**src/rtl/calc_sched_pkg.sv**
```systemverilog
// calc_sched_pkg: shared widths, command/response codes and sequencer state for calc_req_sched
package calc_sched_pkg;

    localparam int CALC_CMD_WIDTH  = 4;
    localparam int CALC_DATA_WIDTH = 32;
    localparam int TAG_WIDTH       = 2;
    localparam int NUM_TAGS        = 4;

    localparam logic [CALC_CMD_WIDTH-1:0] CMD_NOP = 4'd0;
    localparam logic [CALC_CMD_WIDTH-1:0] CMD_ADD = 4'd1;
    localparam logic [CALC_CMD_WIDTH-1:0] CMD_SUB = 4'd2;
    localparam logic [CALC_CMD_WIDTH-1:0] CMD_SHL = 4'd5;
    localparam logic [CALC_CMD_WIDTH-1:0] CMD_SHR = 4'd6;

    localparam logic [1:0] RESP_NONE = 2'd0;
    localparam logic [1:0] RESP_OK   = 2'd1;
    localparam logic [1:0] RESP_ERR  = 2'd2;
    localparam logic [1:0] RESP_RSVD = 2'd3;

    typedef enum logic {
        ST_IDLE,
        ST_SEND_OP2
    } seq_state_t;

    // Lowest-numbered set bit of a free mask; callers only use it when some bit is set
    function automatic logic [TAG_WIDTH-1:0] lowest_free(input logic [NUM_TAGS-1:0] m);
        return m[0] ? 2'd0 : m[1] ? 2'd1 : m[2] ? 2'd2 : 2'd3;
    endfunction

endpackage

```
**src/rtl/calc_port_seq.sv**
```systemverilog
// calc_port_seq: one requester port - two-beat command issue, tag pool and response forwarding
module calc_port_seq
    import calc_sched_pkg::*;
(
    input  logic                       clk,
    input  logic                       rst_n,
    input  logic                       req_valid,
    output logic                       req_ready,
    input  logic [CALC_CMD_WIDTH-1:0]  req_cmd,
    input  logic [CALC_DATA_WIDTH-1:0] req_op1,
    input  logic [CALC_DATA_WIDTH-1:0] req_op2,
    output logic [CALC_CMD_WIDTH-1:0]  dut_cmd,
    output logic [CALC_DATA_WIDTH-1:0] dut_data,
    output logic [TAG_WIDTH-1:0]       dut_tag,
    input  logic [1:0]                 dut_resp,
    input  logic [CALC_DATA_WIDTH-1:0] dut_rdata,
    input  logic [TAG_WIDTH-1:0]       dut_rtag,
    output logic                       rsp_valid,
    output logic [1:0]                 rsp_code,
    output logic [TAG_WIDTH-1:0]       rsp_tag,
    output logic [CALC_DATA_WIDTH-1:0] rsp_data,
    output logic [2:0]                 outstanding,
    output logic                       err_spurious
);

    seq_state_t                 state, state_nxt;
    logic [NUM_TAGS-1:0]        free_mask, alloc_mask, rel_mask;
    logic [CALC_DATA_WIDTH-1:0] op2_q;
    logic [TAG_WIDTH-1:0]       alloc_tag;
    logic                       live, accept, issue, resp_hit, in_flight;

    // live keeps req_ready low until the first edge after reset is released
    assign req_ready   = live && state == ST_IDLE && |free_mask;
    assign accept      = req_valid && req_ready;
    assign issue       = accept && req_cmd != CMD_NOP;
    assign alloc_tag   = lowest_free(free_mask);
    assign alloc_mask  = issue ? NUM_TAGS'(1) << alloc_tag : '0;
    assign resp_hit    = dut_resp != RESP_NONE;
    assign in_flight   = !free_mask[dut_rtag];
    assign rel_mask    = (resp_hit && in_flight) ? NUM_TAGS'(1) << dut_rtag : '0;
    assign outstanding = 3'($countones(~free_mask));

    // State register
    always_ff @(posedge clk or negedge rst_n) begin
        if (!rst_n) state <= ST_IDLE;
        else        state <= state_nxt;
    end

    // Next state: an issued command always spends exactly one cycle sending op2
    always_comb begin
        state_nxt = ST_IDLE;
        if (state == ST_IDLE && issue) state_nxt = ST_SEND_OP2;
    end

    // Tag pool, DUT request beats and response forwarding
    always_ff @(posedge clk or negedge rst_n) begin
        if (!rst_n) begin
            live         <= 1'b0;
            free_mask    <= '1;
            op2_q        <= '0;
            dut_cmd      <= '0;
            dut_data     <= '0;
            dut_tag      <= '0;
            rsp_valid    <= 1'b0;
            rsp_code     <= '0;
            rsp_tag      <= '0;
            rsp_data     <= '0;
            err_spurious <= 1'b0;
        end else begin
            live         <= 1'b1;
            free_mask    <= (free_mask | rel_mask) & ~alloc_mask;
            if (issue) begin
                dut_cmd  <= req_cmd;
                dut_data <= req_op1;
                dut_tag  <= alloc_tag;
                op2_q    <= req_op2;
            end else if (state == ST_SEND_OP2) begin
                dut_cmd  <= CMD_NOP;
                dut_data <= op2_q;
            end else begin
                dut_cmd  <= CMD_NOP;
                dut_data <= '0;
                dut_tag  <= '0;
            end
            rsp_valid    <= resp_hit;
            rsp_code     <= dut_resp;
            rsp_tag      <= resp_hit ? dut_rtag : '0;
            rsp_data     <= resp_hit ? dut_rdata : '0;
            err_spurious <= err_spurious | (resp_hit && !in_flight);
        end
    end

endmodule

```
**src/rtl/calc_req_sched.sv**
```systemverilog
// calc_req_sched: per-port request sequencer between requesters and the calculator DUT
module calc_req_sched
    import calc_sched_pkg::*;
#(
    parameter int NUM_PORTS = 4
) (
    input  logic                                 PClk,
    input  logic                                 Rst,
    input  logic [NUM_PORTS-1:0]                 req_valid,
    output logic [NUM_PORTS-1:0]                 req_ready,
    input  logic [NUM_PORTS*CALC_CMD_WIDTH-1:0]  req_cmd,
    input  logic [NUM_PORTS*CALC_DATA_WIDTH-1:0] req_op1,
    input  logic [NUM_PORTS*CALC_DATA_WIDTH-1:0] req_op2,
    output logic [NUM_PORTS*CALC_CMD_WIDTH-1:0]  dut_cmd,
    output logic [NUM_PORTS*CALC_DATA_WIDTH-1:0] dut_data,
    output logic [NUM_PORTS*2-1:0]               dut_tag,
    input  logic [NUM_PORTS*2-1:0]               dut_resp,
    input  logic [NUM_PORTS*CALC_DATA_WIDTH-1:0] dut_rdata,
    input  logic [NUM_PORTS*2-1:0]               dut_rtag,
    output logic [NUM_PORTS-1:0]                 rsp_valid,
    output logic [NUM_PORTS*2-1:0]               rsp_code,
    output logic [NUM_PORTS*2-1:0]               rsp_tag,
    output logic [NUM_PORTS*CALC_DATA_WIDTH-1:0] rsp_data,
    output logic [NUM_PORTS*3-1:0]               outstanding,
    output logic [NUM_PORTS-1:0]                 err_spurious
);

    for (genvar p = 0; p < NUM_PORTS; p++) begin : g_port
        calc_port_seq u_seq (
            .clk          (PClk),
            .rst_n        (Rst),
            .req_valid    (req_valid[p]),
            .req_ready    (req_ready[p]),
            .req_cmd      (req_cmd[p*CALC_CMD_WIDTH +: CALC_CMD_WIDTH]),
            .req_op1      (req_op1[p*CALC_DATA_WIDTH +: CALC_DATA_WIDTH]),
            .req_op2      (req_op2[p*CALC_DATA_WIDTH +: CALC_DATA_WIDTH]),
            .dut_cmd      (dut_cmd[p*CALC_CMD_WIDTH +: CALC_CMD_WIDTH]),
            .dut_data     (dut_data[p*CALC_DATA_WIDTH +: CALC_DATA_WIDTH]),
            .dut_tag      (dut_tag[p*2 +: 2]),
            .dut_resp     (dut_resp[p*2 +: 2]),
            .dut_rdata    (dut_rdata[p*CALC_DATA_WIDTH +: CALC_DATA_WIDTH]),
            .dut_rtag     (dut_rtag[p*2 +: 2]),
            .rsp_valid    (rsp_valid[p]),
            .rsp_code     (rsp_code[p*2 +: 2]),
            .rsp_tag      (rsp_tag[p*2 +: 2]),
            .rsp_data     (rsp_data[p*CALC_DATA_WIDTH +: CALC_DATA_WIDTH]),
            .outstanding  (outstanding[p*3 +: 3]),
            .err_spurious (err_spurious[p])
        );
    end

endmodule

```
**config.mk**
```make
export PLATFORM = sky130hd
export DESIGN_NAME = calc_req_sched
export DESIGN_NICKNAME = d
export VERILOG_FILES = /design/src/rtl/calc_sched_pkg.sv /design/src/rtl/calc_port_seq.sv /design/src/rtl/calc_req_sched.sv
export SDC_FILE = /design/constraint.sdc
export NUM_CORES = 1
export LEC_CHECK = 0
export BUFFER_PORTS_ARGS = -buffer_cell sky130_fd_sc_hd__buf_2
export CAP_MARGIN = 40
export CORE_AREA = 2 2 286 288
export CTS_BUF_LIST = sky130_fd_sc_hd__clkbuf_2
export DETAILED_ROUTE_END_ITERATION = 7
export DIE_AREA = 0 0 288 290
export SYNTH_ARGS = -nofsm -noshare
export SYNTH_HDL_FRONTEND = slang
export SYNTH_HIERARCHICAL = 1
export SYNTH_SLANG_ARGS = --single-unit
```
**constraint.sdc**
```tcl
create_clock -name PClk -period 4.8 [get_ports PClk]
set_clock_uncertainty 0.2 [all_clocks]
set_input_delay 0.96 -clock PClk [delete_from_list [all_inputs] [get_ports PClk]]
set_output_delay 0.96 -clock PClk [all_outputs]
set_load 0.005 [all_outputs]
```
Word-level counts from Yosys, hierarchy flattened

Cells that the tools add are included.

Add/subtract/negate cells: 12
Magnitude comparators: 4
Equality and inequality tests: 4
Shift-type cells: 8
Muxes and demuxes: 60
Bitwise operators: 24
Reductions and logical operators: 44

Operators by type and width:

| operator            | count |
|---|---|
| $mux 32             | 12 |
| $mux 4              | 12 |
| $mux 2              | 20 |
| $not 4->4           | 8 |
| $shl 1x2->4 const A | 8 |
| $logic_and 1x1->1   | 28 |
| $add 1x1->2         | 8 |
| $and 4x4->4         | 4 |
| $or 4x4->4          | 4 |
| $reduce_bool 4->1   | 4 |
| $reduce_or 4->1     | 4 |
| $add 3x3->3         | 4 |
| $lt 2x3->1 const B  | 4 |
| $mux 1              | 12 |
| $bmux 1 s2          | 4 |
| $ne 2x2->1 const B  | 4 |
| $reduce_bool 2->1   | 4 |
| $logic_not 1->1     | 4 |
| $not 1->1           | 4 |
| $or 1x1->1          | 4 |

Register bits after elaboration: 453
Input port bits: 422
Output and inout bits: 320
Word-level logic and storage cells: 201

Depth between registers and ports, before layout

Gate-level depths: netlist of run 1.

Word-level depth: 8
Mapped depth: 7
Depth with buffers taken out: 5

Cells and area by module

The synthesis of run 1 kept the hierarchy.

Modules (own cells, without submodules):

| module                               | times used | cells an instance | area each (µm²) | seq. area each (µm²) |
|---|---|---|---|---|
| calc_port_seq at g_port[1].u_seq ... | 3          | 266               | 4,097.7         | 2,857.7 |
| calc_port_seq at g_port[0].u_seq     | 1          | 267               | 4,101.4         | 2,857.7 |

Least setup slack after synthesis of run 1

OpenSTA, ideal clock, no wires.

Path type: register to output
Start: register g_port[3].u_seq.free_mask[0]
End: output port outstanding[10]
Arrival: 1,539 ps
Data required time: 3,640 ps
Path slack: 2,101 ps
Cell stages (with the launch flop): 5
Path buffers: 0
Path through: dfstp_2 inv_1 fa_1 ha_1 ha_1

Cells in the longest elaborated chain, start to end: 3

Ends and longest elaborated chain:

| what                              | line                 | RTL |
|---|---|---|
| start, declared                   | calc_port_seq.sv:27  | `logic [NUM_TAGS-1:0] free_mask, alloc_mask, rel_mask;` |
| start signal, assigned            | calc_port_seq.sv:71  | `free_mask <= (free_mask \| rel_mask) & ~alloc_mask;` |
| $not 4->4                         | calc_port_seq.sv:41  | `assign outstanding = 3'($countones(~free_mask));` |
| $add 1x1->2 (not written as such) | calc_port_seq.sv:41  |  |
| $add 3x3->3 (not written as such) | calc_port_seq.sv:41  |  |
| end, declared                     | calc_req_sched.sv:24 | `output logic [NUM_PORTS*3-1:0] outstanding,` |

No other way between the ends.

Worst setup path after layout of run 1

Start: register g_port[1].u_seq.free_mask[0]
End: output port outstanding[4]

Cells in the longest elaborated chain, start to end: 3

Ends and longest elaborated chain:

| what                              | line |
|---|---|
| start, declared                   | calc_port_seq.sv:27 |
| start signal, assigned            | calc_port_seq.sv:71 |
| $not 4->4                         | calc_port_seq.sv:41 |
| $add 1x1->2 (not written as such) | calc_port_seq.sv:41 |
| $add 3x3->3 (not written as such) | calc_port_seq.sv:41 |

No other way between the ends.

==> summary by stage, run 1 <==
Job
Across the run, the number of max-cap violations was 0.

Routing
The routed wirelength normalized by instance count is approximately 17 um. Detailed routing inserted a total of 13910 vias. The remaining design rule violation count is 0. Dividing the detail-routed via count by the number of cells gives 3.964. Wires add up to 59.53 mm. The iteration-0 DRC count of the detailed router is 436. The count of TritonRoute iterations in the first routing pass is 7.

In this run the remaining antenna-violating nets after routing total 0.

STA
After routing, the total negative slack on setup checks comes to 0 ns. Setup repair after global routing left no endpoint under its margin. The worst hold slack is ~0.25 ns. Setup violations remaining at the end of the flow were counted as 0. The worst max-slew margin expressed relative to the limit is 0.4495. The highest clock rate is 240.1 MHz. The clock period could shrink to 4.166 ns. The number of max-slew violations in the final report is 0. In the finished design, the share of the clock period the worst path needs comes to 0.8678. The pin slew with the least headroom to its limit is between 0.8 and 0.9 ns. The final hold violation count is 0.

Logic synthesis
Synthesis produced a netlist with a net count of 1503. The share of the Yosys chip area taken by registers is 0.6972. In this run, distinct cell masters in the synthesized netlist total 26. The synthesis warning total is 6. After synthesis the cells add up to 16390 um2.

The average footprint of a synthesized cell is 15.39 um2. The number of register bits inferred by synthesis is 456. The cell count after synthesis is 1065.

Global routing
For this run, the total global-route usage over all layers was measured as 0.1391. The via count of the first global-routing pass is 15610. The first global-routing pass estimated ~89 mm of wire. For this run the aggregate overflow at the end of global routing stands at 0.

Entering global routing, the biggest net connects 91 pins. The number of antenna violations at the first check in global routing was 6.

Critical path
The data arrival time at the worst-slack endpoint is between 3 and 4 ns. The count of cells along the worst register-to-register path is 6. The critical path class is reg2out. The register-to-register path setup slack is 1.76 ns.

The sort of element at the start of the critical path is a flop. The worst setup path is captured at a primary output. STA puts the critical path data required time at between 3 and 4 ns. In this run the worst path has a maximum fanout of 4.

Final layout
The relative area change from synthesis to final layout is 65.37%. The final net count is 2788. Leaving out fill and tap cells, the most frequent cells in the layout are 740 x sky130_fd_sc_hd__buf_2, 458 x sky130_fd_sc_hd__dlygate4sd3_1, 440 x sky130_fd_sc_hd__dfrtp_1. The layout has 7874 filler cells. The library cell used most frequently in the layout, excluding fill and tap cells, is sky130_fd_sc_hd__buf_2. In the final layout, the share of cells above drive strength 1 is 0.4473.

Placed design
The placer's final routability congestion estimate is 0.8247. Port buffering added roughly 740 buffers. Summed over all nets, the half-perimeter wirelength after detailed placement is 39.59 mm.

Worst hold path
Counting instances, the worst hold path has a depth of 1. The worst min-delay path class is reg2reg.

Die
The number of standard-cell rows in the floorplan is 104. After floorplanning, the core was sized to cover 80160 um2. The starting utilization of the core area is 0.2045. The die is 288 um wide. The area enclosed by the die boundary is 83520 um2.

The number of top-level pins is 742. The die is around 290 um tall.

Clock network
The number of clock buffers inserted by TritonCTS is 120. The clock transition at the register clock pins on the worst setup and hold paths after CTS is about 0.11 ns. The later-pin clock latency in the skew report is around 1.2 ns. The number of buffers on the longest clock path is 3. TritonCTS built the clock tree. The H-tree generated during clock tree synthesis spans 3 levels. Clock tree synthesis selected as its root buffer the cell sky130_fd_sc_hd__clkbuf_2.

Counting every sink on the clock net gives between 400 and 500.

Power and ir drop
The power per cell area is about 340 nW/um2. The leakage power is 0.01373 uW. The maximum vdd ir drop is 0.1988 mV.

Status
The flow ran to the end, and the final reports show no timing, DRC or antenna violations.
worst max-delay path, stage by stage (launching register included):
cell,delay [ns]
sky130_fd_sc_hd__dfstp_2,0.57
sky130_fd_sc_hd__inv_1,0.08
sky130_fd_sc_hd__fa_1,0.55
sky130_fd_sc_hd__ha_1,0.27
sky130_fd_sc_hd__ha_1,0.27
sky130_fd_sc_hd__buf_2,0.13
stage by stage:
stage	instance area, um2	worst slack [ns]	util	power, uW	std cells
6_report	27110	0.6344	0.3382	9155	3509
3_3_place_gp	21310	1.761	0.2659	6117	2825
2_1_floorplan	16390	2.101	-	5313	1065
5_1_grt	27110	0.3182	0.3382	9739	3508
3_5_place_dp	21420	1.757	0.2672	6158	2830
4_1_cts	27100	0.2867	0.3381	9313	3506
cell usage after synthesis:
cell / n / area share
sky130_fd_sc_hd__a21o_1: 8 / 0.0037
sky130_fd_sc_hd__a21oi_1: 12 / 0.0037
sky130_fd_sc_hd__a22o_1: 132 / 0.071
sky130_fd_sc_hd__a31oi_1: 24 / 0.0092
sky130_fd_sc_hd__and2_1: 144 / 0.055
sky130_fd_sc_hd__buf_2: 8 / 0.0024
sky130_fd_sc_hd__buf_4: 16 / 0.0073
sky130_fd_sc_hd__buf_6: 8 / 0.0055
sky130_fd_sc_hd__clkbuf_1: 28 / 0.0064
sky130_fd_sc_hd__conb_1: 4 / 0.00092
sky130_fd_sc_hd__dfrtp_1: 440 / 0.67
sky130_fd_sc_hd__dfstp_2: 16 / 0.026
sky130_fd_sc_hd__fa_1: 4 / 0.0049
sky130_fd_sc_hd__ha_1: 12 / 0.0092
sky130_fd_sc_hd__inv_1: 33 / 0.0076
sky130_fd_sc_hd__mux2_1: 32 / 0.022
sky130_fd_sc_hd__mux2_2: 96 / 0.066
sky130_fd_sc_hd__mux4_2: 4 / 0.0055
sky130_fd_sc_hd__nand3b_4: 4 / 0.0049
sky130_fd_sc_hd__nor2_1: 16 / 0.0037
sky130_fd_sc_hd__nor3_4: 4 / 0.0040
sky130_fd_sc_hd__nor3b_1: 4 / 0.0018
sky130_fd_sc_hd__nor3b_2: 4 / 0.0031
sky130_fd_sc_hd__nor4_1: 4 / 0.0015
sky130_fd_sc_hd__nor4_2: 4 / 0.0031
sky130_fd_sc_hd__o21ai_0: 4 / 0.0012
registers in the layout (all words and copies together), names as in the netlist, 8 cells and up:
name,cells
g_port.u_seq/dut_cmd,16
g_port.u_seq/dut_data,128
g_port.u_seq/dut_tag,8
g_port.u_seq/free_mask,16
g_port.u_seq/op2_q,128
g_port.u_seq/rsp_code,8
g_port.u_seq/rsp_data,128
g_port.u_seq/rsp_tag,8
logic make-up (layout without fill, tap and decap cells):
family	count (synthesis)	after routing	share of synthesized area
compound gates	180	180	0.08822
simple gates	184	184	0.07693
buf+inv	93	1474	0.02923
fa+ha+maj	16	16	0.01404
flops	456	456	0.6972
other cells	4	7	0.0009156
mux	132	132	0.09341
layer usage:
metal / vias up / routed length [um] / track usage
met4: 4 / 2948 / 0.07962
met3: 180 / 4533 / 0.04277
li1: 6337 / - / -
met5: - / 31 / 0
met1: 6770 / 22940 / 0.1551
met2: 618 / 29070 / 0.2337
timing repair:
action | in CTS | in global routing
buffers inserted | 0 | 0
gates resized for setup | 0 | 0
hold buffers | 458 | 0
hold endpoints to repair | 619 | 0
report_power, final:
group	internal (uW)	switching (uW)	leakage, uW
Combinational	1020	812	0.00724
Clock	1050	1690	0.000850
Sequential	4340	248	0.00564
Total	6410	2750	0.0137
final timing paths:
path,startpoint,end
hold / removal,g_port[2].u_seq/op2_q[21]$_DFFE_PN0P_,g_port[2].u_seq/dut_data[21]$_DFF_PN0_
max in group asynchronous,Rst,g_port[0].u_seq/rsp_tag[0]$_DFF_PN0_
hold reg to reg,g_port[2].u_seq/op2_q[21]$_DFFE_PN0P_,g_port[2].u_seq/dut_data[21]$_DFF_PN0_
min in group asynchronous,Rst,g_port[3].u_seq/dut_data[26]$_DFF_PN0_
setup reg to reg,g_port[0].u_seq/free_mask[0]$_DFF_PN1_,g_port[0].u_seq/op2_q[27]$_DFFE_PN0P_
setup / recovery,g_port[1].u_seq/free_mask[0]$_DFF_PN1_,outstanding[4]
layout make-up:
type,count,area (um2),share of cell area
Sequential cell,456,11430,0.4216
Clock buffer,186,930.9,0.03434
Clock inverter,32,166.4,0.006138
Tap cell,1060,1326,0.04892
Inverter,33,123.9,0.004569
Antenna cell,3,7.507,0.0002769
Multi-Input combinational cell,516,4484,0.1654
Timing Repair Buffer,1223,8641,0.3187
Note: power is estimated with default switching activity, not from simulation.
==> run 2, diff against run 1 <==
==> constraint.sdc (replaced) <==
create_clock -name PClk -period 4.8 [get_ports PClk]
set_clock_uncertainty 0.2 [all_clocks]
set_input_delay 0.48 -clock PClk [delete_from_list [all_inputs] [get_ports PClk]]
set_output_delay 0.48 -clock PClk [all_outputs]
set_load 0.005 [all_outputs]
==> run 2 against run 1 <==
Compared with the run above: the run now fails in clock tree synthesis; area after synthesis stayed put; synthesized cell count did not move.
==> summary by stage, run 2 <==
Die
For this design the top-level I/O count stands at 742. After floorplanning, the core was divided into 104 placement rows. For this configuration, the core starts out at a cell density of 0.2045.

The floorplan die height is around 290 um. The die is 288 um wide.

Logic synthesis
Of the post-synthesis cell area, the dominant cell type holds 0.6716. Synthesis handed over a netlist of 1065 instances. The most instantiated flip-flop cell in the synthesis netlist is sky130_fd_sc_hd__dfrtp_1. During synthesis, Yosys emitted a total of 6 warnings. After synthesis, the cell types taking the most area are sky130_fd_sc_hd__dfrtp_1 67%, sky130_fd_sc_hd__a22o_1 7.1%, sky130_fd_sc_hd__mux2_2 6.6%.

The average footprint of a synthesized cell is 15.39 um2. In the post-synthesis netlist, the cell with the most instances is sky130_fd_sc_hd__dfrtp_1. When the netlist entered floorplanning its net count stood at 1503.

In this run, synthesis produced a sequential element count of 456. Of the synthesized area, sequential elements account for 0.6972. Yosys mapped a number of flops with a built-in enable equal to 0. Summing every instance area after synthesis gives 16390 um2. The largest total area in the synthesized netlist belongs to sky130_fd_sc_hd__dfrtp_1. In the synthesized netlist, the cells that appear most often are 440 x sky130_fd_sc_hd__dfrtp_1, 144 x sky130_fd_sc_hd__and2_1, 132 x sky130_fd_sc_hd__a22o_1.

In this run, distinct cell masters in the synthesized netlist total 26. Of all flip-flops after synthesis, the portion carrying an async set or reset was 1.000.

Clock network
Counting every sink on the clock net gives between 400 and 500. The total of cells resized after clock tree synthesis is 0. Buffers added to address setup during post-CTS repair amount to 0. The H-tree was split into 3 levels.

No sink is reached through more buffers than the 3 on the longest clock path. The number of clock buffers inserted by TritonCTS is ~120. The hold buffer count at cts is between 600 and 700. The cell at the root of the clock tree is sky130_fd_sc_hd__clkbuf_2.

Status
The first error in the log reads "[ERROR RSZ-0060] Max buffer count reached". The flow did not finish. It got as far as clock tree synthesis and failed there.

Placed design
Port buffering added 741 buffers. The number of placed cells counting well taps is 2827. At the end of routability-driven placement, the weighted congestion stood at 0.8409. The post-DP HPWL is 39.46 mm.
-- run 2: cell counts after synthesis --
Identical to the previous run, type by type.
-- run 2: kinds of logic after synthesis --
group,count (synthesis),share of synthesized area
DFF,456,0.6972
AOI/OAI and AO/OA,180,0.08822
adders and majority gates,16,0.01404
buffers and inverters,93,0.02923
and+or+nand+nor,184,0.07693
muxes,132,0.09341
other,4,0.0009156
-- run 2: through the flow --
stage,hold slack [ns],cell area [um2],setup WS [ns],utilization
after floorplan,-0.01559,16390,2.581,-
after global placement,0.2360,21270,1.880,0.2654
after detailed placement,0.2406,21380,1.825,0.2668
==> run 3, diff against run 2 <==
- CTS_BUF_LIST: sky130_fd_sc_hd__clkbuf_2 -> unset
- PLACE_DENSITY_LB_ADDON: unset -> 0.15
==> run 3 against run 2 <==
Compared with the run above: the flow now finishes without violations.
==> summary by stage, run 3 (synthesis gave the netlist of run 1 again) <==
Critical path
STA classifies the critical path endpoint as a primary output. The critical path class is reg2out. Data on the critical path arrives at its endpoint at 2.46 ns. The sort of element at the start of the critical path is a flop. The critical-path maximum fanout is 4.

For the worst setup path, the data required time is a little over 4 ns.

STA
Setup repair after global routing left no endpoint under its margin. The worst setup margin is ~1.7 ns. The final hold violation count was 0. In the finished design, the share of the clock period the worst path needs comes to 0.6548. The highest clock rate is 318.2 MHz. Headroom to the max-slew limit came out at 0.4441.

The number of max-slew violations in the final report is 0. Summed over all failing endpoints, the final setup total negative slack is 0 ns. The worst path in the final design needs a cycle of about 3.1 ns, including I/O delays and setup. At the pin with the least slew margin, the transition time is between 0.8 and 0.9 ns. Setup violations remaining at the end of the flow were counted as 0.

Final layout
The non-filler instance count after layout is ~3300. At the end of the flow, the number of nets in the layout was 2676. The largest registers in the layout are g_port.u_seq/dut_data: 128 flops, g_port.u_seq/op2_q: 128 flops, g_port.u_seq/rsp_data: 128 flops. The final-layout fill cell count is 8067. The area growth from synthesis to layout is 67.48%. The library cells used most frequently in the layout, excluding fill and tap cells, are 740 x sky130_fd_sc_hd__buf_2, 440 x sky130_fd_sc_hd__dfrtp_1, 416 x sky130_fd_sc_hd__dlygate4sd3_1.

In the final layout, the multi-input gates occupy 4484 um2. Summing all flip-flop and latch instances after layout gives between 10000 and 15000 um2. Leaving out fill and tap cells, the most frequent cell in the layout is sky130_fd_sc_hd__buf_2. In the final layout, the share of cells above drive strength 1 is 0.4304.

Job
The tool flagged a number of max-cap violations equal to 0.

Clock network
The later-pin clock latency in the skew report is 0.59 ns. Clock-pin slew was measured on the worst setup and hold paths at 0.06 ns. The cell at the root of the clock tree is sky130_fd_sc_hd__clkbuf_16. TritonCTS built the clock tree. The clock tree synthesis step divided the H-tree into 2 levels.

The number of buffers on the longest clock path is 3. The hold buffer count at cts is 416. In this run, CTS created clock tree buffers numbering 55. The total of cells resized after clock tree synthesis is 0. The clock drives 456 sinks. The number of setup buffers added after CTS is 0.

Power and ir drop
For this design the ratio of total power to cell area is 388.9 nW/um2. VDD sags by at most 0.3108 mV. Summed over all cells, the static leakage comes to around 0.014 uW. The design draws 10680 uW.

Die
The area enclosed by the die boundary is 83520 um2. Measured along the y axis, the die boundary spans 290 um. In this run the core area contains 104 standard-cell rows. Measured along the x axis, the die boundary spans about 290 um. The starting utilization of the core area is 0.2045. 742 I/O pins were placed.

The core region is ~80000 um2.

Routing
The iteration-0 DRC count of the detailed router is roughly 470. The first detailed-routing pass took 4 iterations. The remaining design rule violation count is 0.

In this run the remaining antenna-violating nets after routing total 0. The via density per instance is 3.919. The total number of vias is roughly 13000. The final layout contains routed wiring with a total length of between 50 and 60 mm. The routed wirelength normalized by instance count is 17.23 um.

Global routing
The number of antenna violations at the first check in global routing is 10. The wire length of the first global-routing pass is 86.82 mm. In the global route stage, overall resource usage came out at 0.1343. Entering global routing, the biggest net connects 105 pins.

The via count of the first global-routing pass came to between 10000 and 15000. The final global-route overflow total is 0.

Placed design
In this run, placement finished with an instance count of 2825. The placer's final routability congestion estimate is roughly 0.83. The worst slack after detailed placement is 2.115 ns. The total of buffers placed on input and output ports is about 740. The post-DP HPWL is 41.51 mm.

Worst hold path
The worst min-delay path class is in2reg.

Status
The run finished with clean final reports.
==> run 3: metrics by stage <==
stage / utilization / hold slack [ns] / cell area, um2
floorplan: - / -0.01559 / 16390
global placement: 0.2651 / 0.2388 / 21250
detailed placement: 0.2667 / 0.2396 / 21380
CTS: 0.3424 / 0.002859 / 27450
global route: 0.3425 / 0.02207 / 27460
finish: 0.3425 / 0.01175 / 27460
==> run 3: power breakdown <==
group          total [uW]  internal [uW]  switching [uW]
sequential           4580           4350             230
combinational        1740            959             785
clock                4350           2650            1700
total               10700           7960            2720
==> run 3: layer usage <==
layer	global-route usage	wire length, um	vias up	share of wire
met3	0.04190	4541	107	0.079
met1	0.1487	21670	6484	0.38
li1	-	-	6042	-
met2	0.2406	29670	482	0.51
met4	0.04651	1788	6	0.031
met5	0	33	-	0.00057
==> run 3: worst max-delay path, cell delays in order, from the launching register on <==
cell and delay [ns]:
sky130_fd_sc_hd__dfstp_2 0.55, sky130_fd_sc_hd__inv_1 0.08, sky130_fd_sc_hd__fa_1 0.53, sky130_fd_sc_hd__ha_1 0.26, sky130_fd_sc_hd__ha_1 0.32, sky130_fd_sc_hd__buf_2 0.13
==> run 3: worst paths after layout <==
| check | cells after the start | slack [ns] | from | endpoint |
|---|---|---|---|---|
| worst max-delay path | 5 | 1.66 | g_port[3].u_seq/free_mask[0]$_DFF_PN1_ | outstanding[10] |
| worst min-delay path | 2 | 0.01 | dut_rdata[97] | g_port[3].u_seq/rsp_data[1]$_DFF_PN0_ |
| worst max register to register | 6 | 2.11 | g_port[1].u_seq/free_mask[0]$_DFF_PN1_ | g_port[1].u_seq/op2_q[27]$_DFFE_PN0P_ |
| worst min register to register | 1 | 0.25 | g_port[0].u_seq/err_spurious$_DFF_PN0_ | g_port[0].u_seq/err_spurious$_DFF_PN0_ |
| max in group asynchronous | 3 | 2.99 | Rst | g_port[1].u_seq/rsp_data[12]$_DFF_PN0_ |
| min in group asynchronous | 2 | 0.32 | Rst | g_port[3].u_seq/rsp_data[13]$_DFF_PN0_ |
==> run 3: cell type report <==
type                    count  area share
clock buffers              81     0.05883
inverters                  33    0.004511
well taps                1060     0.04830
repair buffers           1176      0.2977
diodes                      4   0.0003645
multi-input cells         516      0.1633
flip-flops and latches    456      0.4163
clock inverters            22     0.01062
==> run 4, diff against run 3 <==
- ABC_AREA: unset -> 1
- CORE_AREA: 2 2 286 288 -> 2 2 285 287
- DIE_AREA: 0 0 288 290 -> 0 0 287 289
- clock period: 4.8 -> 2.64 ns (I/O delays scaled with it)
==> run 4 against run 3 <==
Compared with the run above: the flow now finishes with violations (negative setup slack); combinational power rose to 2.6 times the previous value; final cell count rose by 21%; via count rose by 20%; first-iteration DRC count rose by 24%; final area rose by 4.3%; synthesized cell count rose by 62%; core utilization rose by 1.6 points; critical path type unchanged; largest cell class unchanged; highest routed layer unchanged.
==> summary by stage, run 4 <==
Clock network
In this run the clock root is driven by a sky130_fd_sc_hd__clkbuf_16. Clock-pin slew was measured on the worst setup and hold paths at 0.06 ns. The number of buffers on the longest clock path is 3. The TritonCTS clock tree is yes. Clock tree synthesis found a total of 456 sinks. The later-pin clock latency in the skew report is 0.61 ns.

The number of clock buffers inserted by TritonCTS is 54. The H-tree generated during clock tree synthesis spans 2 levels.

STA
Setup repair after global routing could not meet its margin everywhere. The post-route setup TNS is -0.1864 ns. The number of max-slew violations in the final report is 0.

The worst setup margin is -0.07122 ns. Headroom to the max-slew limit came out at 0.4680. The highest clock rate is 368.8 MHz. The post-layout minimum cycle time is 2.711 ns. The final hold violation count is 0. Setup violations remaining at the end of the flow were counted as 3. Across all hold checks on the routed design, the worst slack comes to 0.1226 ns. For the pin with the worst max-slew slack, the measured transition is 0.7972 ns.

Dividing the final minimum period by the clock period gives 1.027.

Placed design
The count of buffers added on input and output ports is ~740. The post-DP HPWL is approximately 46 mm. The placer's final routability congestion estimate is 0.8573.

Worst hold path
For hold timing, the worst endpoint is g_port[1].u_seq/rsp_code[1]$_DFF_PN0_. The source of the worst hold timing path is dut_resp[3]. Counting instances, the worst hold path has a depth of 2. The worst min-delay path class is in2reg.

Power and ir drop
The post-route total power is between 15000 and 20000 uW. The leakage power is 0.01496 uW. The power per cell area is 691.5 nW/um2. The maximum vdd ir drop is 0.4261 mV.

Logic synthesis
The library cell with the highest instance count after synthesis is sky130_fd_sc_hd__dfrtp_1. The sequential fraction of the synthesis area is 0.6612. The post-synthesis instance area is around 17000 um2. The biggest area contributor in the post-synthesis netlist is sky130_fd_sc_hd__dfrtp_1. The number of enable flip-flop cells after synthesis is 0. A synthesized cell averages 9.994 um2. In this run, synthesis produced a sequential element count of 456.

The most instantiated flip-flop cell in the synthesis netlist is sky130_fd_sc_hd__dfrtp_1. The fraction of synthesized cell area taken by the top area cell type is 0.6369. Ranked by total cell area, the synthesized netlist is headed by sky130_fd_sc_hd__dfrtp_1 64%, sky130_fd_sc_hd__nand2_1 7.3%, sky130_fd_sc_hd__inv_1 6.9%.

The synthesized netlist net count is 2168. Synthesis produced 1730 cells. For this run, the number of Yosys warnings is 6. The fraction of registers with async set/reset is 1.000.

Synthesis instantiated 27 different standard cells from the library. Ranked by instance count, the synthesized netlist is headed by 440 x sky130_fd_sc_hd__dfrtp_1, 336 x sky130_fd_sc_hd__nand2_1, 318 x sky130_fd_sc_hd__inv_1.

Critical path
The worst flop-to-flop path endpoint is g_port[1].u_seq/dut_cmd[3]$_DFF_PN0_. The register-to-register path setup slack is 0.19 ns. The critical path in this run is classified as reg2out. At the worst endpoint, the arrival time is 2.25 ns.

The worst setup path is launched from a flop. STA puts the critical path data required time at 2.18 ns. The launch point of the worst path is g_port[1].u_seq/free_mask[0]$_DFF_PN1_. The worst flop-to-flop path startpoint is g_port[1].u_seq/free_mask[0]$_DFF_PN1_. The worst setup path is captured at a primary output.

Measured in cells, the most critical reg-to-reg path has a length of 9. The critical-path maximum fanout is 4.

Global routing
In the global route stage, overall resource usage came out at 0.1430. The total overflow left after global routing is 0. The wire length of the first global-routing pass is 93.29 mm. The number of antenna violations at the first check in global routing is 4. Entering global routing, the biggest net connects between 60 and 70 pins.

The via count of the first global-routing pass is 16870.

Status
The checks that failed: negative setup slack. The flow ran to the end, but the final reports show violations.

Routing
In this run, the number of DRC markers left after iteration 0 of detailed routing was 589. Across all layers, the routed design uses 15710 vias. The detail route stage leaves a number of antenna-violating nets equal to 0. In the routed design, unresolved DRC markers number 0. The final layout contains routed wiring with a total length of around 62 mm.

The count of TritonRoute iterations in the first routing pass is 5. Using the TritonRoute via totals, the vias-per-cell ratio works out to 3.883. The routed wirelength normalized by instance count is 15.33 um.

Die
The area enclosed by the die boundary is 82940 um2. The core region is between 70000 and 80000 um2. The overall die width is around 290 um.

The number of top-level pins is 742. The initial utilization of the core area, before any placement, comes to 0.2164. The floorplan has 104 rows. The floorplan die height is around 290 um.

Final layout
The largest registers in the layout are g_port.u_seq/dut_data: 128 flops, g_port.u_seq/op2_q: 128 flops, g_port.u_seq/rsp_data: 128 flops. In the layout the commonest cells are 730 x sky130_fd_sc_hd__buf_2, 440 x sky130_fd_sc_hd__dfrtp_1, 439 x sky130_fd_sc_hd__dlygate4sd3_1. The final layout contains 3383 nets. The share of final-layout standard cells stronger than drive strength 1 is 0.3136. The relative area change from synthesis to final layout is 65.58%. The library cell used most frequently in the layout, excluding fill and tap cells, is sky130_fd_sc_hd__buf_2.

Job
The tool flagged a number of max-cap violations equal to 0.
## run 4: cell count changes after synthesis, sizes merged, moves of 24 or more
cell / previous run / this run
a22o: 132 / 0
inv: 33 / 326
nand3: 0 / 32
and2: 144 / 4
mux2: 128 / 0
buf: 32 / 56
o21ai: 4 / 260
nand2: 0 / 336
a31oi: 24 / 0
nor2: 16 / 180
## run 4: cell families after synthesis
kind of cell,synth area share
other,0.0008682
AOI/OAI and AO/OA,0.08221
buffers and inverters,0.1049
adders and majority gates,0.01332
and+or+nand+nor,0.1375
DFF,0.6612
## run 4: final cells by class
cell class	count	area, um2
Sequential cell	456	11430
Clock inverter	15	132.6
Inverter	326	1231
Multi-Input combinational cell	872	4136
Tap cell	1060	1326
Antenna cell	2	5.005
Timing Repair Buffer	1235	8801
Fill cell	8244	51270
Clock buffer	81	1564
## run 4: worst max path at each step
stage	end	slack [ns]	depth (start not counted)
detailed placement	g_port[3].u_seq/op2_q[3]$_DFFE_PN0P_	0.27	7
floorplan	outstanding[10]	0.62	4
CTS	outstanding[10]	-0.12	5
finish	outstanding[4]	-0.07	5
global placement	g_port[3].u_seq/dut_data[17]$_DFF_PN0_	0.32	8
global route	outstanding[10]	-0.14	5
## run 4: repair_timing
action                                  CTS  global route
gates resized for setup                  28             5
pin swaps                                 9             7
endpoints found under the hold margin   826             0
buffers inserted                         10             2
hold buffers                            439             0
endpoints found under the setup margin   10            11
## run 4: stage by stage
step	area (um2)	cells	setup WS, ns	util
floorplan	17290	1730	0.6153	-
global placement	22280	3498	0.3174	0.2788
detailed placement	22280	3498	0.2748	0.2788
CTS	28580	4043	-0.1249	0.3577
global route	28630	4047	-0.1394	0.3583
finish	28630	4047	-0.07122	0.3583
## run 4: routing by layer
metal  wire [um]  vias up  GRT usage
li1            -     7640          -
met1       25090     7500     0.1694
met2       31150      465     0.2530
met3        3780      106    0.03323
met4        2008        2    0.05091
met5          13        -          0
## run 4: worst max-delay path: stages (launching register included)
cell and delay (ns):
sky130_fd_sc_hd__dfstp_2 0.55, sky130_fd_sc_hd__inv_4 0.05, sky130_fd_sc_hd__fa_1 0.52, sky130_fd_sc_hd__ha_4 0.19, sky130_fd_sc_hd__ha_4 0.26, sky130_fd_sc_hd__buf_6 0.09
## run 4: report_power, final
part	internal (uW)	switching (uW)	leakage, uW
combinational	2210	2230	0.00841
clock	4170	2990	0.000834
sequential	7880	310	0.00572
